==> config.mk <==
export PLATFORM = sky130hd
export DESIGN_NAME = req_ack_4ph_tx_arb
export DESIGN_NICKNAME = d
export VERILOG_FILES = /design/src/rtl/req_ack_pkg.sv /design/src/rtl/sync_2ff.sv /design/src/rtl/req_ack_4ph_tx_arb.sv
export SDC_FILE = /design/constraint.sdc
export NUM_CORES = 1
export LEC_CHECK = 0
export ABC_AREA = 0
export ABC_CLOCK_PERIOD_IN_PS = 1800
export CORE_UTILIZATION = 37
export CTS_BUF_LIST = sky130_fd_sc_hd__clkbuf_2 sky130_fd_sc_hd__clkbuf_4 sky130_fd_sc_hd__clkbuf_8
export DETAILED_ROUTE_END_ITERATION = 6
export PLACE_DENSITY = 0.82
export SLEW_MARGIN = 40
export SYNTH_ARGS = -nofsm -noshare
export SYNTH_HDL_FRONTEND = slang
export SYNTH_HIERARCHICAL = 1
export SYNTH_SLANG_ARGS = --single-unit
export TNS_END_PERCENT = 50
==> constraint.sdc <==
create_clock -name clk_tx -period 1.8 [get_ports clk_tx]
set_input_delay 0.27 -clock clk_tx [delete_from_list [all_inputs] [get_ports clk_tx]]
set_output_delay 0.27 -clock clk_tx [all_outputs]
set_load 0.02 [all_outputs]
==> src/rtl/req_ack_pkg.sv <==
// Shared types for the 4-phase req/ack transmit sequencer.
package req_ack_pkg;

  typedef enum logic [1:0] {
    IDLE = 2'd0,
    REQ  = 2'd1,
    REL  = 2'd2
  } req_ack_state_e;

endpackage

==> src/rtl/sync_2ff.sv <==
// Single-bit two-flop synchronizer into the clk_tx domain; also usable as-is on the RX side.
module sync_2ff (
  input  logic clk_tx,
  input  logic rst_b,
  input  logic d,
  output logic q
);

  logic sync_p0;
  logic sync_p1;

  always_ff @(posedge clk_tx or negedge rst_b) begin
    if (!rst_b) begin
      sync_p0 <= 1'b0;
      sync_p1 <= 1'b0;
    end else begin
      sync_p0 <= d;
      sync_p1 <= sync_p0;
    end
  end

  assign q = sync_p1;

endmodule

==> src/rtl/req_ack_4ph_tx_arb.sv <==
// Round-robin arbiter that serialises N valid/ready producers onto one 4-phase req/ack channel,
// holding each word and its source index stable for the whole handshake.
module req_ack_4ph_tx_arb
  import req_ack_pkg::*;
#(
  parameter  int DW = 8,
  parameter  int N  = 4,
  localparam int IW = $clog2(N)
) (
  input  logic            clk_tx,
  input  logic            rst_b,
  input  logic [N-1:0]    val,
  input  logic [N*DW-1:0] din,
  output logic [N-1:0]    rdy,
  output logic            req,
  input  logic            ack,
  output logic [DW-1:0]   dout,
  output logic [IW-1:0]   dout_id,
  output logic            busy
);

  localparam int unsigned NU = N;

  req_ack_state_e state_q;
  req_ack_state_e state_d;
  logic [IW-1:0]  ptr;
  logic [IW-1:0]  grant;
  logic           found;
  logic           accept;
  logic           ack_s;

  // Modulo-N increment that also works when N is not a power of two.
  function automatic logic [IW-1:0] wrap_add(input logic [IW-1:0] base, input int unsigned off);
    int unsigned s;
    s = 32'(base) + off;
    return IW'(s % NU);
  endfunction

  sync_2ff u_ack_sync (
    .clk_tx (clk_tx),
    .rst_b  (rst_b),
    .d      (ack),
    .q      (ack_s)
  );

  // First valid requester at or after ptr; idle requesters cost no cycles.
  always_comb begin
    grant = ptr;
    found = 1'b0;
    for (int k = 0; k < N; k++) begin
      if (!found && val[wrap_add(ptr, k)]) begin
        grant = wrap_add(ptr, k);
        found = 1'b1;
      end
    end
  end

  always_comb begin
    rdy = '0;
    if (state_q == IDLE && found) rdy[grant] = 1'b1;
  end

  assign accept = |(val & rdy);
  assign busy   = (state_q != IDLE);

  always_comb begin
    state_d = state_q;
    case (state_q)
      IDLE:    if (accept) state_d = REQ;
      REQ:     if (ack_s)  state_d = REL;
      REL:     if (!ack_s) state_d = IDLE;
      default: state_d = IDLE;
    endcase
  end

  always_ff @(posedge clk_tx or negedge rst_b) begin
    if (!rst_b) begin
      state_q <= IDLE;
      req     <= 1'b0;
      ptr     <= '0;
      dout    <= '0;
      dout_id <= '0;
    end else begin
      state_q <= state_d;
      if (accept) begin
        req     <= 1'b1;
        dout    <= din[grant*DW +: DW];
        dout_id <= grant;
        ptr     <= wrap_add(grant, 1);
      end else if (state_q == REQ && ack_s) begin
        req     <= 1'b0;
      end
    end
  end

endmodule

==> out/qor.txt, run 1 <==
Global-route wire length before repair -> 5.782 mm
# fillers -> 205
Maximum capacitance violations -> 0
Latest clock arrival within the worst-skew pair -> 0.29 ns
Dominant register cell in the synthesized netlist -> dfrtp_1
DRT iter0 DRCs -> 30
Relative slew slack -> 0.7120
Highest-count cells in the layout ignoring fill and taps -> 45 x clkdlybuf4s50_1, 27 x buf_4, 17 x dfrtp_1, 11 x o21ai_0, 9 x a21oi_1
Reported leakage power -> 0.8396 nW
Sort of element at the end of the critical path -> flip-flop
RD Place Congestion -> 0.8282
Finished Core Util -> 0.6910
Number of nets at the end of the flow -> 227
Antenna diodes -> 0
Crit Path Class -> flip-flop to flip-flop
Clock Path Buffers -> 2
Required time worst endpoint -> 1.98 ns
Post-Place Cell Area -> 1829 um2
Worst path buffer plus inverter count -> 1
Routed length per instance -> 16.64 um
CP startpoint -> ptr[1]
Largest net degree at the start of global routing -> 14
Number of global-route vias before repair -> 1274
Number of pins with negative max-slew slack in the final report -> 0
CTS tree -> yes
Share of flip-flops with an asynchronous set or reset after synthesis -> 1.000
Die area -> 3198 um2
Most frequent standard cell in the layout excluding fill and tap cells -> clkdlybuf4s50_1
Worst Clk Skew -> 0.006315 ns
Total Wirelength -> 3.628 mm
First-pass iteration count of the detailed router -> 4
Worst stage delay on the critical path -> 0.46 ns
Sum of negative setup slack -> -2.356 ns
Via-to-Cell Ratio -> 5.651
Power Density -> 1455 nW/um2
Number of clock sinks seen by CTS -> 17
Global-route total usage across every layer -> 0.2355
Kind of cell adding the most delay to the critical path -> compound AO/OA/AOI/OAI gates
Number of antenna violations at the first check in global routing -> 0
Crit path arrival time -> 2.21 ns
Slowest-stage cell, CP -> a2111o_1
Syn Nets -> 145
Post-Synthesis Cell Area -> 1101 um2
Count of endpoints failing setup in the final report -> 12
Count of buffers from port buffering -> 54
Initial Utilization -> 0.3959
CP Cell Sequence -> nor2b_4, a2111o_1, nand2_8, buf_8, mux2_4, a221o_1
Area inside the core boundary -> 2781 um2
Source of the worst register-to-register timing path -> ptr[1]
Total DRC errors in the routed layout -> 0
Routed via count -> 1232
Floorplan die height -> 56.55 um
Final clock period utilization by the worst path -> 1.127
Setup ws final -> -0.2291 ns
Seq/Total Area, Yosys -> 0.3864
Row cnt -> 19
Antenna Violating Nets Remaining -> 0
Fraction of final layout cells with drive strength greater than 1 -> 0.3155
Mean post-synth cell area -> 10.39 um2
Status -> finished with violations
Measured slew at the worst slew-check pin -> 0.4284 ns
Horizontal extent of the die -> 56.55 um
Mapped Cells -> 106
Final std cell area, no fill -> 1922 um2
Violated checks -> setup timing
Overflow left after global routing -> 0
CTS root buffer -> clkbuf_4
Synthesis-to-finish area growth -> 74.55%
I/O pin cnt -> 55
Yosys warning total -> 6
Post-synthesis register bit count -> 17
Final-report hold violation count -> 0
Worst Hold Slack -> 0.2603 ns
Hold-fix buffers at CTS -> 0
Hpwl dp -> 2.738 mm
Distinct cell type count after synthesis -> 33
Placement-stage worst setup slack -> -0.7413 ns
Number of flops mapped to enable cells by yosys -> 0
Tmin final -> 2.029 ns
Class of the most critical hold timing path -> primary input to async pin
TritonCTS Buffers -> 3
Highest Clock Rate -> 0.4928 GHz
CTS clk-pin slew, worst paths -> 0.11 ns
Peak fanout along the critical path -> 8
Depth of the CTS H-tree -> 1
Unrepaired setup endpoints after global routing -> true
Worst vdd ir -> 0.9880 mV
Critical path launch point type -> flip-flop
## report_power, final
| part | switching (mW) | internal (mW) | total (mW) |
|---|---|---|---|
| Combinational | 0.928 | 0.988 | 1.92 |
| Sequential | 0.116 | 0.552 | 0.668 |
| Clock | 0.129 | 0.0826 | 0.212 |
## layout make-up
cell class | count | area [um2] | area share
Tap cell | 31 | 38.79 | 0.02018
Clock inverter | 1 | 5.005 | 0.002604
Timing Repair Buffer | 82 | 750.7 | 0.3906
Multi-Input combinational cell | 82 | 671.9 | 0.3496
Sequential cell | 17 | 425.4 | 0.2214
Inverter | 2 | 7.507 | 0.003906
Clock buffer | 3 | 22.52 | 0.01172
## sequential cells by signal, indices dropped and copies added, names as in the netlist
| name | count |
|---|---|
| dout | 8 |
| dout_id | 2 |
| ptr | 2 |
| state_q | 2 |
| req | 1 |
| u_ack_sync/q | 1 |
| u_ack_sync/sync_p0 | 1 |
## cell usage after synthesis, types with 2 or more instances
| library cell | instances | area (um2) |
|---|---|---|
| nand2_1 | 4 | 15.01 |
| o21a_1 | 2 | 15.01 |
| nor2b_1 | 2 | 12.51 |
| inv_1 | 2 | 7.510 |
| nand3_1 | 8 | 40.04 |
| mux2_4 | 8 | 120.1 |
| or2_2 | 2 | 12.51 |
| a221o_1 | 8 | 80.08 |
| buf_6 | 2 | 22.52 |
| a21oi_1 | 10 | 50.05 |
| dfrtp_1 | 17 | 425.4 |
| xnor2_1 | 2 | 17.52 |
| o21ai_0 | 11 | 55.05 |
| and3_1 | 2 | 12.51 |
| nor2_1 | 8 | 30.03 |
## per-stage QoR
stage | instances | power, mW
after floorplan | 106 | 1.666
after global placement | 210 | 2.381
after detailed placement | 210 | 2.457
after CTS | 217 | 2.739
after global routing | 218 | 2.937
final | 218 | 2.796
## worst reg2reg max path, delay by kind of cell, from the launching register on
family,cells,cell delay [ns]
muxes,1,0.31
buffers and inverters,1,0.14
DFF,1,0.44
AOI/OAI and AO/OA,2,0.76
and+or+nand+nor,2,0.26
## metal layers
layer	share of wire	GRT usage	routed length (um)
met1	0.37	0.2828	1343
met2	0.53	0.4168	1936
met3	0.071	0.03917	259
met4	0.025	0.09059	90
met5	0	0	0
## worst paths after layout
check	endpoint	slack, ns	cells after the start
worst min register to register	u_ack_sync/q	0.36	0
worst max-delay path	dout[6]	-0.23	6
max in group asynchronous	dout_id[0]	1.07	2
worst max register to register	dout[6]	-0.23	6
worst min-delay path	dout[0]	0.26	1
min in group clk_tx	u_ack_sync/q	0.36	0
## cell families (layout without fill, tap and decap cells)
kind of cell | after synthesis | count (layout) | synth area share
AOI/OAI and AO/OA | 39 | 39 | 0.2648
xor gates and xnor gates | 2 | 2 | 0.01591
buffers and inverters | 7 | 88 | 0.04091
DFF | 17 | 17 | 0.3864
muxes | 8 | 8 | 0.1091
and+or+nand+nor | 33 | 33 | 0.1830
## timing repair
item / 4_1_cts / 5_1_grt
buffers inserted: 3 / 1
cloned: 0 / 0
gates resized for setup: 34 / 3
pin swaps: 7 / 3
setup endpoints to repair: 13 / 12
Note: power is estimated with default switching activity, not from simulation.
==> run 2, diff against run 1 <==
- CAP_MARGIN: default -> 0
==> results of run 2 <==
Same layout as run 1: the final DEF is identical, and so are final timing and power.
